[config.mk]
export PLATFORM = sky130hd
export DESIGN_NAME = mdf_out_collector
export DESIGN_NICKNAME = d
export VERILOG_FILES = /design/src/rtl/mdf_out_pkg.sv /design/src/rtl/mdf_out_fifo.sv /design/src/rtl/mdf_out_collector.sv
export SDC_FILE = /design/constraint.sdc
export NUM_CORES = 1
export LEC_CHECK = 0
export ABC_CLOCK_PERIOD_IN_PS = 3200
export BUFFER_PORTS_ARGS = -buffer_cell sky130_fd_sc_hd__buf_2
export CORE_UTILIZATION = 42
export DETAILED_ROUTE_END_ITERATION = 10
export SYNTH_ARGS = -nofsm -noshare
export SYNTH_HDL_FRONTEND = slang
export SYNTH_HIERARCHICAL = 1
export SYNTH_SLANG_ARGS = --single-unit
[constraint.sdc]
create_clock -name clock -period 3.2 [get_ports clock]
set_clock_uncertainty 0.1 [all_clocks]
set_input_delay 0.32 -clock clock [delete_from_list [all_inputs] [get_ports clock]]
set_output_delay 0.32 -clock clock [all_outputs]
set_load 0.01 [all_outputs]
[src/rtl/mdf_out_pkg.sv]
// Shared types and default widths for the multi_dataflow output collector.
package mdf_out_pkg;

  localparam int DATA_W_DEF = 32;
  localparam int LEN_W_DEF  = 16;
  localparam int DEPTH_DEF  = 4;
  localparam int PTR_W      = $clog2(DEPTH_DEF);

  typedef enum logic [1:0] {
    IDLE  = 2'd0,
    RUN   = 2'd1,
    DRAIN = 2'd2,
    DONE  = 2'd3
  } state_t;

endpackage

[src/rtl/mdf_out_fifo.sv]
// First-word-fall-through FIFO; when empty the head keeps showing the last word
// popped, which is still intact in the slot just behind the read pointer.
module mdf_out_fifo
  import mdf_out_pkg::*;
#(
  parameter int DATA_W = DATA_W_DEF,
  parameter int DEPTH  = DEPTH_DEF
) (
  input  logic                      clock,
  input  logic                      reset,
  input  logic                      push,
  input  logic                      pop,
  input  logic [DATA_W-1:0]         din,
  output logic [DATA_W-1:0]         dout,
  output logic [$clog2(DEPTH):0]    count,
  output logic                      full,
  output logic                      empty
);

  localparam int AW = $clog2(DEPTH);

  logic [DATA_W-1:0] mem [DEPTH];
  logic [AW-1:0]     wr_ptr;
  logic [AW-1:0]     rd_ptr;
  logic [AW-1:0]     last_ptr;
  logic              do_push;
  logic              do_pop;

  assign full     = (count == (AW + 1)'(DEPTH));
  assign empty    = (count == '0);
  assign do_push  = push & ~full;
  assign do_pop   = pop & ~empty;
  assign last_ptr = rd_ptr - 1'b1;
  assign dout     = empty ? mem[last_ptr] : mem[rd_ptr];

  always_ff @(posedge clock or negedge reset) begin
    if (!reset) begin
      wr_ptr <= '0;
      rd_ptr <= '0;
      count  <= '0;
      for (int i = 0; i < DEPTH; i++) mem[i] <= '0;
    end else begin
      if (do_push) begin
        mem[wr_ptr] <= din;
        wr_ptr      <= wr_ptr + 1'b1;
      end
      if (do_pop) rd_ptr <= rd_ptr + 1'b1;
      case ({do_push, do_pop})
        2'b10:   count <= count + 1'b1;
        2'b01:   count <= count - 1'b1;
        default: count <= count;
      endcase
    end
  end

endmodule

[src/rtl/mdf_out_collector.sv]
// Collects the outStream0 write/full stream into a FWFT FIFO, re-presents it as
// valid/ready and pulses done once a job's last word has left. MDF_OUT_COLLECTOR_PERF_EN adds stall_cyc.
module mdf_out_collector
  import mdf_out_pkg::*;
#(
  parameter int DATA_W = DATA_W_DEF,
  parameter int DEPTH  = DEPTH_DEF,
  parameter int LEN_W  = LEN_W_DEF
) (
  input  logic              clock,
  input  logic              reset,
  input  logic              start,
  input  logic [LEN_W-1:0]  reg_len,
  input  logic [DATA_W-1:0] mdf_data,
  input  logic              mdf_wr,
  output logic              mdf_full,
  output logic [DATA_W-1:0] out_data,
  output logic              out_valid,
  input  logic              out_ready,
  output logic              busy,
  output logic              done
`ifdef MDF_OUT_COLLECTOR_PERF_EN
  ,
  output logic [31:0]       stall_cyc
`endif
);

  localparam int AW = $clog2(DEPTH);

  state_t            state;
  state_t            state_nxt;
  logic [LEN_W-1:0]  len_q;
  logic [LEN_W-1:0]  cnt;
  logic [LEN_W-1:0]  cnt_inc;
  logic [AW:0]       fifo_count;
  logic              fifo_full;
  logic              fifo_empty;
  logic              push;
  logic              pop;
  logic              accept_start;

  assign cnt_inc      = cnt + 1'b1;
  assign push         = mdf_wr & ~mdf_full;
  assign pop          = out_valid & out_ready;
  assign out_valid    = ~fifo_empty;
  assign accept_start = (state == IDLE) & start;

  mdf_out_fifo #(
    .DATA_W (DATA_W),
    .DEPTH  (DEPTH)
  ) u_fifo (
    .clock (clock),
    .reset (reset),
    .push  (push),
    .pop   (pop),
    .din   (mdf_data),
    .dout  (out_data),
    .count (fifo_count),
    .full  (fifo_full),
    .empty (fifo_empty)
  );

  always_ff @(posedge clock or negedge reset) begin
    if (!reset) state <= IDLE;
    else        state <= state_nxt;
  end

  always_comb begin
    state_nxt = state;
    case (state)
      IDLE:    if (start) state_nxt = (reg_len == '0) ? DONE : RUN;
      RUN:     if (push && (cnt_inc == len_q)) state_nxt = DRAIN;
      DRAIN:   if (fifo_count == '0) state_nxt = DONE;
      DONE:    state_nxt = IDLE;
      default: state_nxt = IDLE;
    endcase
  end

  always_comb begin
    busy     = (state != IDLE);
    done     = (state == DONE);
    mdf_full = (state != RUN) | fifo_full;
  end

  // cnt never exceeds len_q, so the largest job length finishes without wrapping.
  always_ff @(posedge clock or negedge reset) begin
    if (!reset) begin
      len_q <= '0;
      cnt   <= '0;
    end else if (accept_start) begin
      len_q <= reg_len;
      cnt   <= '0;
    end else if (push) begin
      cnt   <= cnt_inc;
    end
  end

`ifdef MDF_OUT_COLLECTOR_PERF_EN
  always_ff @(posedge clock or negedge reset) begin
    if (!reset) begin
      stall_cyc <= '0;
    end else if (accept_start) begin
      stall_cyc <= '0;
    end else if (busy && out_valid && !out_ready && !(&stall_cyc)) begin
      stall_cyc <= stall_cyc + 1'b1;
    end
  end
`endif

endmodule
# Word-level counts from Yosys, hierarchy flattened

Cells that the tools add are included.

Register bits after elaboration: 169
Bits in latches: 0
Memory bits (writable): 0
ROM bits: 0
Input port bits: 53
Logic and storage cells: 70
Memories kept: 0

Add/subtract/negate cells: 6
$mul: 0
Divide/modulo/power cells: 0
Order comparisons: 4
Eq/ne operators: 11
Shift operators: 0
Muxes and demuxes: 18
Bitwise gates (word level): 12
Reduce and logical (&&, ||, !) cells: 9

Operators by type and width:

| kind                                                                     | number |
|---|---|
| 32-bit 2-to-1 mux                                                        | 6 |
| 32-bit binary-select mux with 2-bit select                               | 2 |
| 128-bit bitwise mux                                                      | 1 |
| 32-bit demux with 2-bit select                                           | 1 |
| 16-bit 2-to-1 mux                                                        | 2 |
| 16-bit by 1-bit adder with 16-bit output (second input constant)         | 1 |
| 16-bit == test                                                           | 1 |
| 16-bit logical NOT                                                       | 1 |
| 3-bit greater-or-equal comparator (second input constant)                | 3 |
| 2-bit NOT with 3-bit output                                              | 3 |
| 2-bit 2-to-1 mux                                                         | 4 |
| 2-bit case mux with 4 select lines                                       | 1 |
| 2-bit == test (second input constant)                                    | 3 |
| 3-bit case mux with 2 select lines                                       | 1 |
| 2-bit nonzero test                                                       | 3 |
| 1-bit bitwise AND                                                        | 5 |
| 2-bit by 1-bit adder with 2-bit output (second input constant)           | 2 |
| 2-bit by 1-bit == test with 1-bit output (second input constant)         | 2 |
| 2-bit by 1-bit inequality test with 1-bit output (second input constant) | 2 |
| 2-bit inequality test (second input constant)                            | 2 |
| 3-bit by 1-bit adder with 3-bit output (second input constant)           | 1 |
| 3-bit == test (second input constant)                                    | 1 |
| 3-bit logical NOT                                                        | 1 |
| 3-bit by 1-bit < comparator with 1-bit output (second input constant)    | 1 |
| 7 further kinds                                                          | 10 |

# Logic depth before layout (Yosys ltp)

Gate-level depths: netlist (run 1).

Depth after elaboration: 7
Gate-level depth with buffers: 14
Gate-level depth less buffers: 13

# By module

Netlist (run 1), hierarchy kept.

By module, submodules not included:

| module            | instances | cells each | area each (µm²) |
|---|---|---|---|
| mdf_out_fifo      | 1         | 640        | 7,367.1 |
| mdf_out_collector | 1         | 255        | 2,094.5 |

# Worst setup path before layout (run 1)

Ideal clock, no wire load.

Path kind: register to register
From: reg u_fifo.count[0]
To: reg u_fifo.count[2]
Arrival: 2.561 ns
Required time: 3.021 ns
Slack: 0.460 ns
Stages on the path, launching flop included: 15
Path buffers: 1
Clock period less this slack: 2.740 ns
Path through: dfrtp_1 -> nor2_1 -> and2_1 -> nand2b_1 -> or2_1 -> clkbuf_1 -> inv_2 -> a21boi_4 -> inv_1 -> ha_1 -> inv_1 -> fa_1 -> xor2_1 -> nor2_1 -> xor2_1

Word-level cells in the longest chain between the ends: 7
Elaborated cells on any way between the ends: 16
Classes of those cells: add/sub (2); eq/ne (3); mux (1); bitwise (8); reduce/logical (2)

Ends and longest elaborated chain:

| element                                                                          | RTL line                | RTL |
|---|---|---|
| start, declared                                                                  | mdf_out_fifo.sv:15      | `output logic [$clog2(DEPTH):0] count,` |
| start signal, assigned                                                           | mdf_out_fifo.sv:49      | `2'b10: count <= count + 1'b1;` |
| start signal, assigned                                                           | mdf_out_fifo.sv:50      | `2'b01: count <= count - 1'b1;` |
| start signal, assigned                                                           | mdf_out_fifo.sv:51      | `default: count <= count;` |
| 3-bit == test (*)                                                                | mdf_out_fifo.sv:29      | `assign full = (count == (AW + 1)'(DEPTH));` |
| net fifo_full                                                                    | mdf_out_collector.sv:36 | `logic fifo_full;` |
| 1-bit bitwise OR (*)                                                             | mdf_out_collector.sv:82 | `mdf_full = (state != RUN) \| fifo_full;` |
| net mdf_full                                                                     | mdf_out_collector.sv:16 | `output logic mdf_full,` |
| 1-bit NOT (*)                                                                    | mdf_out_collector.sv:43 | `assign push = mdf_wr & ~mdf_full;` |
| 1-bit bitwise AND (*)                                                            | mdf_out_collector.sv:43 |  |
| net push                                                                         | mdf_out_collector.sv:38 | `logic push;` |
| 1-bit bitwise AND (*)                                                            | mdf_out_fifo.sv:31      | `assign do_push = push & ~full;` |
| 2-bit by 1-bit == test with 1-bit output / 2-bit == test (equally long branches) | mdf_out_fifo.sv:48      | `case ({do_push, do_pop})` |
| 3-bit case mux with 2 select lines / 2-bit nonzero test (equally long branches)  | -                       |  |

The timed path passes the listed nets; every way through them passes the cells marked *.
A chain may end at the register's enable or synchronous reset.

# Final worst setup path (run 1)

From: reg u_fifo.count[1]
To: out out_data[10]

Word-level cells in the longest chain between the ends: 2

Ends and longest elaborated chain:

| element           | RTL line                | RTL |
|---|---|---|
| 3-bit logical NOT | mdf_out_fifo.sv:30      | `assign empty = (count == '0);` |
| 32-bit 2-to-1 mux | mdf_out_fifo.sv:34      | `assign dout = empty ? mem[last_ptr] : mem[rd_ptr];` |
| end, declared     | mdf_out_collector.sv:17 | `output logic [DATA_W-1:0] out_data,` |

No other way between the ends.

==> flow_summary.toml, run 1 <==
[synthesis]
syn-num-nets = 960
synthCells = 895
seq_area_frac_synth = 0.447
synth_ff_type = "dfrtp_1"
synth_edf_count = 0
ys_ff_latch = 169
async_reset_ff_frac = 1.00
syn-cell-area_um2 = 9460
synth_area_per_cell_um2 = 10.6
synth.distinct_cells = 50
ys_warn_count = 6

[grt]
grt_pass1_vias = 6776
grt_antenna_before_repair = 0
grt_pass1_wl_mm = 35.6
grt_util_all_layers = 0.192
grt_max_degree = 75
grt.overflow.total = 0

[worst_setup_path]
path_class = "reg2out"
crit_path_start_kind = "flip-flop"
end_kind = "output pin"
startpoint = "u_fifo/count[1]"
reg2reg_depth = 13
crit_required_ps = 2780
path_max_fanout = 25
rr_endpoint = "u_fifo/count[2]"
path_cells = "or3_4 -> buf_4 -> nor2_2 -> buf_12 -> a211oi_1 -> o21ai_1 -> buf_2"
critPathBufInv = 3
critPathTopFamily = "simple AND/OR/NAND/NOR gates"
rrSetupSlack_ps = 410
slowest_delay_ps = 420
worst_path_max_delay_cell = "dfrtp_1"
arrival_ps = 2620
reg2reg_from = "u_fifo/count[1]"

[min_path]
min_from = "reg_len[1]"
min_path_cells = 3
hp-class = "in2reg"
hold_end = "len_q[1]"

[final_layout]
layout_commonest_cell = "dfrtp_1"
nets = 1027
most-common-layout-cells = "dfrtp_1, mux2_2, buf_2"
drive_gt1_frac = 0.299
areaGrowthSynthToFinish_pct = 13.6

[timing]
worstMarginPinSlew_ps = 793
relSlewSlack = 0.470
finalSetupTns_ps = 0
fin_crit_ps = 3040
setup_viol = 0
hold_viol = 0
fin_ws_ps = 161
fin_crit_sh = 0.950
timing.fmax_mhz = 329
slew_violations = 0
rsz0062_at_grt = "false"

[route]
drt-pass1-iter-count = 8
viasPerCell = 5.55
wirelength_mm = 21.3
drcViolationCount = 24
ant_nets = 0
wl_per_cell_um = 17.0
vias = 6976
first_iter_violations = 400

[placed_design]
gp_congestion = 0.813
dpl.hpwl_mm = 13.5
port_buffers = 88
dp_slack_ps = 463

[clocking]
ctsResizeCount = 0
clock_path_buffers = 2
post_cts_buffers = 0
clock_latency_ps = 430
clock-sinks = 169
cts_tree = "yes"
cts.reportedPaths.clkPinSlew_ps = 60
cts_buffers = 17
clockRootBuffer = "clkbuf_16"
cts.htree.levels = 4

[floorplanning]
dieArea_um2 = 23100
start_util = 0.431
ioPinCount = 89
chipHeight_um = 152
fp.dieW_um = 152
rows = 54
coreArea_um2 = 22000

[flow_run]
cap_violations = 0

[power_and_ir_drop]
power.density_nw_per_um2 = 1010
p_leak_nw = 4.79
vdd_drop_max_mv = 0.463

[status]
status = "finished with violations"
violations = "DRC"
==> state kept, by name, indices dropped and copies added (netlist names) <==
signal / cells
u_fifo/rd_ptr: 2
u_fifo/count: 3
u_fifo/mem: 128
state: 2
u_fifo/wr_ptr: 2
len_q: 16
cnt: 16
==> cells by family (layout without fill, tap and decap cells) <==
| logic type | count (synthesis) | count (layout) | share of synthesized area |
|---|---|---|---|
| buffers and inverters | 86 | 166 | 0.0509 |
| other | 0 | 1 | 0 |
| AO/OA/AOI/OAI | 199 | 199 | 0.120 |
| multiplexers | 163 | 163 | 0.189 |
| AND/OR/NAND/NOR | 233 | 233 | 0.146 |
| flip-flops | 169 | 169 | 0.447 |
| adder cells (fa/ha/maj) | 12 | 12 | 0.0167 |
| XOR/XNOR | 33 | 33 | 0.0305 |
==> worst max-delay path by stage <==
stage / endpoint / slack, ps / depth (start not counted)
2_1_floorplan: u_fifo/count[2] / 460 / 14
3_3_place_gp: u_fifo/count[2] / 490 / 13
3_5_place_dp: u_fifo/count[2] / 460 / 13
4_1_cts: out_data[31] / 150 / 7
5_1_grt: out_data[31] / 20 / 7
6_report: out_data[10] / 160 / 7
==> layer usage <==
| layer | global-route usage | part of all wire | up-vias |
|---|---|---|---|
| met5 | 0 | 0 | - |
| met4 | 0.0496 | 0.0078 | 0 |
| met3 | 0.0345 | 0.038 | 13 |
| met2 | 0.314 | 0.47 | 144 |
| met1 | 0.264 | 0.49 | 3479 |
| li1 | - | - | 3340 |
==> area by class of cell <==
type | instances | area, um^2
fill | 1987 | 11200
sequential | 169 | 4230
inverter | 20 | 77.6
multi-input combinational | 640 | 4760
clock inverter | 10 | 141
timing repair buffer | 114 | 712
clock buffer | 22 | 474
tap | 280 | 350
antenna | 1 | 2.50
==> cells in the mapped netlist, types with 2 or more instances <==
cell type,n,share of area
ha_1,11,0.015
buf_4,3,0.0024
o211ai_1,2,0.0016
mux2_2,114,0.14
nor2_2,2,0.0013
a211oi_1,33,0.026
nor2b_1,3,0.0020
or2_1,3,0.0020
nand4_1,8,0.0053
a21oi_1,43,0.023
and3_1,33,0.022
buf_2,14,0.0074
nand3_1,8,0.0042
or4_1,2,0.0016
a311oi_1,2,0.0019
nor4_1,6,0.0040
nor3_1,7,0.0037
mux2i_1,35,0.037
or3_1,11,0.0073
xor2_1,10,0.0093
buf_1,3,0.0012
nor3b_2,29,0.038
nand2_1,61,0.024
mux2_1,14,0.017
dfrtp_1,169,0.45
o21ai_1,66,0.035
and2_1,3,0.0020
clkbuf_1,29,0.012
nor3b_1,2,0.0016
xnor2_1,23,0.021
inv_1,18,0.0071
nand2_4,4,0.0048
buf_6,17,0.020
nor2_1,48,0.019
o21ai_0,44,0.023
==> what timing repair did <==
item	in CTS	in global routing
hold buffers	8	0
hold endpoints to repair	78	0
endpoints found under the setup margin	0	0
==> worst reg2reg max path, cell delays in order (launching register included) <==
cell      delay [ps]
dfrtp_1          420
nor2_1           240
and2_1           160
nand2b_1         120
or2_1            280
inv_2            120
a21boi_4         160
inv_1             70
ha_1             180
inv_1             60
fa_1             370
xor2_1           150
nor2_1           130
xor2_1           160
==> metrics by stage <==
stage	cell area [um^2]	hold WS (ps)	std cells	total power, mW	utilization
finish	10800	17.5	1256	10.9	0.490
CTS	10700	2.13	1255	11.0	0.489
global placement	10100	309	1215	8.71	0.458
global route	10700	13.5	1255	11.7	0.489
floorplan	9460	-75.6	895	7.42	-
detailed placement	10100	306	1215	8.80	0.458
==> report_power, final <==
group          leakage (nW)  switching [mW]  internal [mW]
Sequential             2.10           0.704           3.10
Clock                 0.285           0.854           1.29
Combinational          2.41            2.65           2.30
Total                  4.79            4.21           6.69
Note: power is estimated with default switching activity, not from simulation.
==> run 2: changes to the inputs <==
--- a/config.mk
+++ b/config.mk
@@ -7,8 +7,11 @@
 export LEC_CHECK = 0
 export ABC_CLOCK_PERIOD_IN_PS = 3200
 export BUFFER_PORTS_ARGS = -buffer_cell sky130_fd_sc_hd__buf_2
-export CORE_UTILIZATION = 42
+export CELL_PAD_IN_SITES_DETAIL_PLACEMENT = 1
+export CELL_PAD_IN_SITES_GLOBAL_PLACEMENT = 2
+export CORE_UTILIZATION = 39
 export DETAILED_ROUTE_END_ITERATION = 10
+export PLACE_DENSITY_LB_ADDON = 0.1
 export SYNTH_ARGS = -nofsm -noshare
 export SYNTH_HDL_FRONTEND = slang
 export SYNTH_HIERARCHICAL = 1
==> flow_summary.toml, run 2 (synthesis gave the netlist of run 1 again) <==
[status]
status = "finished clean"

[grt]
grt_max_degree = 72
grt_pass1_wl_mm = 42.0
grt_util_all_layers = 0.220
grt_antenna_before_repair = 0
grt_pass1_vias = 7916
grt.overflow.total = 0

[final_layout]
regMostFlops = "u_fifo/mem"
nets = 1033
most-common-layout-cells = "dfrtp_1, mux2_2, buf_2"
num-fill-cells = 2622
layout_commonest_cell = "dfrtp_1"
multi_input_area_um2 = 4770
final_cells = 1300
final_util = 0.457
antenna_cells = 0
largest_reg_flops = 128
drive_gt1_frac = 0.303
reg_top3 = "u_fifo/mem (128), cnt (16), len_q (16)"
areaGrowthSynthToFinish_pct = 14.1
seqCellArea_um2 = 4240

[power_and_ir_drop]
combinationalPowerShare = 0.457
p_leak_nw = 4.81
power.density_nw_per_um2 = 1030
swShare = 0.410
seqPwrFrac = 0.358
pwr-share-clk = 0.185
internal_power_mw = 6.56
vdd_drop_max_mv = 0.389
p_sw_mw = 4.55

[min_path]
min_path_cells = 3
min_from = "reg_len[3]"
hold_end = "len_q[3]"
hp-class = "in2reg"

[floorplanning]
fp.dieW_um = 158
start_util = 0.401
dieArea_um2 = 24900
chipHeight_um = 158
rows = 56
ioPinCount = 89
coreArea_um2 = 23600

[worst_setup_path]
path_class = "reg2out"
rr_endpoint = "u_fifo/count[2]"
reg2reg_depth = 13
crit_required_ps = 2780
reg2reg_from = "u_fifo/count[0]"
critPathBufInv = 3
path_cells = "or3_4 -> inv_6 -> buf_4 -> nor2_1 -> a211oi_1 -> o21ai_1 -> buf_2"
path_max_fanout = 28
slowest_delay_ps = 540
critPathTopFamily = "buffers and inverters"
crit_path_start_kind = "flip-flop"
end_kind = "output pin"
worst_path_max_delay_cell = "or3_4"
arrival_ps = 2610
rrSetupSlack_ps = 260

[clocking]
clockRootBuffer = "clkbuf_16"
cts.htree.levels = 4
cts.reportedPaths.clkPinSlew_ps = 70
clock_latency_ps = 430
cts_tree = "yes"
cts_buffers = 17
clock_path_buffers = 2
clock-sinks = 169

[timing]
rsz0062_at_grt = "false"
fin_crit_sh = 0.948
slew_violations = 0
setup_viol = 0
fin_ws_ps = 167
worstMarginPinSlew_ps = 720
hold_viol = 0
finalSetupTns_ps = 0
relSlewSlack = 0.520
timing.fmax_mhz = 330
fin_crit_ps = 3030

[route]
ant_nets = 0
drt-pass1-iter-count = 4
wirelength_mm = 25.7
first_iter_violations = 275
viasPerCell = 5.51
wl_per_cell_um = 19.7
drcViolationCount = 0
vias = 7165

[placed_design]
port_buffers = 88
gp_congestion = 0.808
dpl.hpwl_mm = 16.7
dp_cells = 1254
dp_slack_ps = 280

[flow_run]
cap_violations = 0
run 2: cell count changes in the layout (fill, tap and decap cells not counted), sizes merged:
cell,before,now
diode,1,0
clkinvlp,5,2
inv,21,26
bufinv,3,1
dlygate4sd3,8,10
buf,106,110
clkinv,1,5
clkbuf,22,18
run 2: through the flow:
| step | total power, mW | cell area, um^2 | hold WS [ps] |
|---|---|---|---|
| floorplan | 7.42 | 9460 | -75.6 |
| global placement | 8.74 | 10100 | 295 |
| detailed placement | 9.08 | 10100 | 302 |
| CTS | 11.2 | 10800 | 0.668 |
| global route | 12.0 | 10800 | 9.02 |
| finish | 11.1 | 10800 | 18.2 |
run 2: tightest hold or removal path, stage by stage:
cell and delay, ps:
buf_2 90, nand2_1 50, nand2_1 50
run 2: worst max-delay path by stage:
stage	startpoint	endpoint	slack (ps)	depth (start not counted)
global placement	u_fifo/count[0]	u_fifo/count[2]	330	13
global route	u_fifo/count[2]	out_data[4]	4	7
floorplan	u_fifo/count[0]	u_fifo/count[2]	460	14
finish	u_fifo/count[2]	out_data[4]	170	7
CTS	u_fifo/count[2]	out_data[4]	50	7
detailed placement	u_fifo/count[0]	u_fifo/count[2]	280	13
run 2: layout make-up:
type | instances | share of cell area
tap | 319 | 0.0370
clock inverter | 14 | 0.0129
inverter | 20 | 0.00742
sequential | 169 | 0.392
clock buffer | 18 | 0.0407
multi-input combinational | 640 | 0.441
timing repair buffer | 120 | 0.0683
run 2: power by group through the flow:
stage          sequential [mW]  clock [mW]  combinational [mW]
2_1_floorplan             3.55           0                3.87
3_3_place_gp              3.90           0                4.84
3_5_place_dp              4.01           0                5.07
4_1_cts                   3.97        2.11                5.16
5_1_grt                   4.13        2.19                5.64
6_report                  3.98        2.05                5.08
run 2: metal layers:
metal  vias to the layer above  share of wire  track usage
li1                       3344              -            -
met1                      3687           0.46        0.278
met2                       107           0.51        0.385
met3                        27          0.019       0.0287
met4                         0          0.015       0.0726
met5                         -              0            0
run 2: timing repair:
action                                  CTS  global route
hold endpoints to repair                 78             0
setup buffers                             4             0
cloned                                    0             0
gates resized for setup                   0             1
endpoints found under the setup margin    7            12
pin swaps                                 1             0
hold buffers                             10             0
==> run 3: changes to the inputs <==
--- a/config.mk
+++ b/config.mk
@@ -9,6 +9,7 @@
 export BUFFER_PORTS_ARGS = -buffer_cell sky130_fd_sc_hd__buf_2
 export CELL_PAD_IN_SITES_DETAIL_PLACEMENT = 1
 export CELL_PAD_IN_SITES_GLOBAL_PLACEMENT = 2
+export CORE_MARGIN = 2
 export CORE_UTILIZATION = 39
 export DETAILED_ROUTE_END_ITERATION = 10
 export PLACE_DENSITY_LB_ADDON = 0.1
==> flow_summary.toml, run 3 (synthesis gave the netlist of run 1 again) <==
[final_layout]
regMostFlops = "u_fifo/mem"
areaGrowthSynthToFinish_pct = 14.5
antenna_cells = 0
drive_gt1_frac = 0.299
layout_commonest_cell = "dfrtp_1"
nets = 1033
largest_reg_flops = 128
most-common-layout-cells = "dfrtp_1, mux2_2, buf_2"
num-fill-cells = 2614
reg_top3 = "u_fifo/mem (128), cnt (16), len_q (16)"

[floorplanning]
fp.dieW_um = 160
dieArea_um2 = 25500
chipHeight_um = 160
rows = 56
start_util = 0.401
ioPinCount = 89
coreArea_um2 = 23600

[route]
drt-pass1-iter-count = 4
first_iter_violations = 340
wirelength_mm = 25.2
vias = 7161
wl_per_cell_um = 19.4
ant_nets = 0
viasPerCell = 5.51
drcViolationCount = 0

[clocking]
cts_tree = "yes"
cts_buffers = 17
post_cts_buffers = 0
clock_path_buffers = 2
cts.reportedPaths.clkPinSlew_ps = 70
clock-sinks = 169
cts.htree.levels = 4
clockRootBuffer = "clkbuf_16"
clock_latency_ps = 440

[power_and_ir_drop]
p_leak_nw = 4.80
power.density_nw_per_um2 = 1030
vdd_drop_max_mv = 0.436
p_total_mw = 11.2

[grt]
use_met1 = 0.253
grt_util_all_layers = 0.201
grtUsageMet2 = 0.352
grtUsageMet3 = 0.0322
grt_max_degree = 79
grt.overflow.total = 0
top_usage_layer = "met2"
grt_antenna_before_repair = 0
grt_pass1_vias = 7878
grt_pass1_wl_mm = 41.0

[worst_setup_path]
critPathTopFamily = "buffers and inverters"
critPathBufInv = 3
path_cells = "or3_4 -> inv_4 -> buf_4 -> nor2_1 -> a211oi_1 -> o21ai_1 -> buf_2"
worst_path_max_delay_cell = "or3_4"
crit_path_start_kind = "flip-flop"
path_max_fanout = 28
slowest_delay_ps = 510
crit_required_ps = 2780
path_class = "reg2out"
end_kind = "output pin"
arrival_ps = 2620

[timing]
setup_viol = 0
rsz0062_at_grt = "false"
finalSetupTns_ps = 0
relSlewSlack = 0.499
hold_viol = 0
worstMarginPinSlew_ps = 752
timing.fmax_mhz = 329
fin_crit_sh = 0.951
slew_violations = 0
fin_crit_ps = 3040

[status]
status = "finished clean"

[placed_design]
port_buffers = 88
gp_congestion = 0.772
dpl.hpwl_mm = 16.1

[flow_run]
cap_violations = 0

[min_path]
hp-class = "in2reg"
run 3: cell types whose count changed in the layout (fill, tap and decap cells not counted), sizes merged:
cell	before	now
clkinv	5	0
buf	110	106
clkinvlp	2	5
dlygate4sd3	10	13
bufinv	1	3
clkbuf	18	20
inv	26	24
nor2	50	51
run 3: cell type report:
| class | instances | area (um^2) | share of cell area |
|---|---|---|---|
| Timing Repair Buffer | 119 | 724 | 0.0669 |
| Tap cell | 319 | 399 | 0.0368 |
| Clock inverter | 12 | 163 | 0.0150 |
| Inverter | 20 | 77.6 | 0.00716 |
| Clock buffer | 20 | 457 | 0.0422 |
| Sequential cell | 169 | 4240 | 0.391 |
| Multi-Input combinational cell | 641 | 4780 | 0.441 |
run 3: per-stage QoR:
| stage | instance area (um^2) | hold slack [ps] | util | std cells | setup WS [ps] |
|---|---|---|---|---|---|
| final | 10800 | 8.52 | 0.459 | 1300 | 158 |
| after global routing | 10800 | 21.5 | 0.459 | 1300 | 6.64 |
| after CTS | 10800 | 1.49 | 0.458 | 1299 | 48.5 |
| after detailed placement | 10100 | 325 | 0.427 | 1254 | 389 |
| after global placement | 10100 | 309 | 0.427 | 1254 | 503 |
| after floorplan | 9460 | -75.6 | - | 895 | 460 |
run 3: routing by layer:
metal  vias to the layer above  wire [um]
li1                       3354          -
met1                      3657      11700
met2                       115      12400
met3                        35        669
met4                         0        468
met5                         -          0
run 3: final timing paths:
check / start / endpoint / slack (ps) / depth (start not counted)
worst max-delay path: u_fifo/count[1] / out_data[11] / 160 / 7
worst min-delay path: reg_len[10] / len_q[10] / 9 / 3
worst max register to register: u_fifo/count[0] / u_fifo/count[2] / 380 / 13
worst min register to register: u_fifo/mem[110] / u_fifo/mem[110] / 390 / 1
max in group asynchronous: reset / u_fifo/mem[86] / 1650 / 3
min in group asynchronous: reset / u_fifo/mem[6] / 390 / 2
run 3: tightest hold or removal path, delay by kind of cell:
kind	cells	cell delay, ps
AND/OR/NAND/NOR	2	100
buffers and inverters	1	100
run 3: power breakdown:
group          leakage [nW]  switching, mW  internal [mW]  total, mW
clock                 0.286          0.914           1.28       2.19
sequential             2.10          0.841           3.10       3.94
combinational          2.42           2.76           2.30       5.05
total                  4.80           4.51           6.68       11.2
run 3: timing repair:
action | in CTS | in global routing
endpoints found under the setup margin | 0 | 19
hold buffers | 13 | 0
hold endpoints to repair | 86 | 0
gates resized for setup | 0 | 1
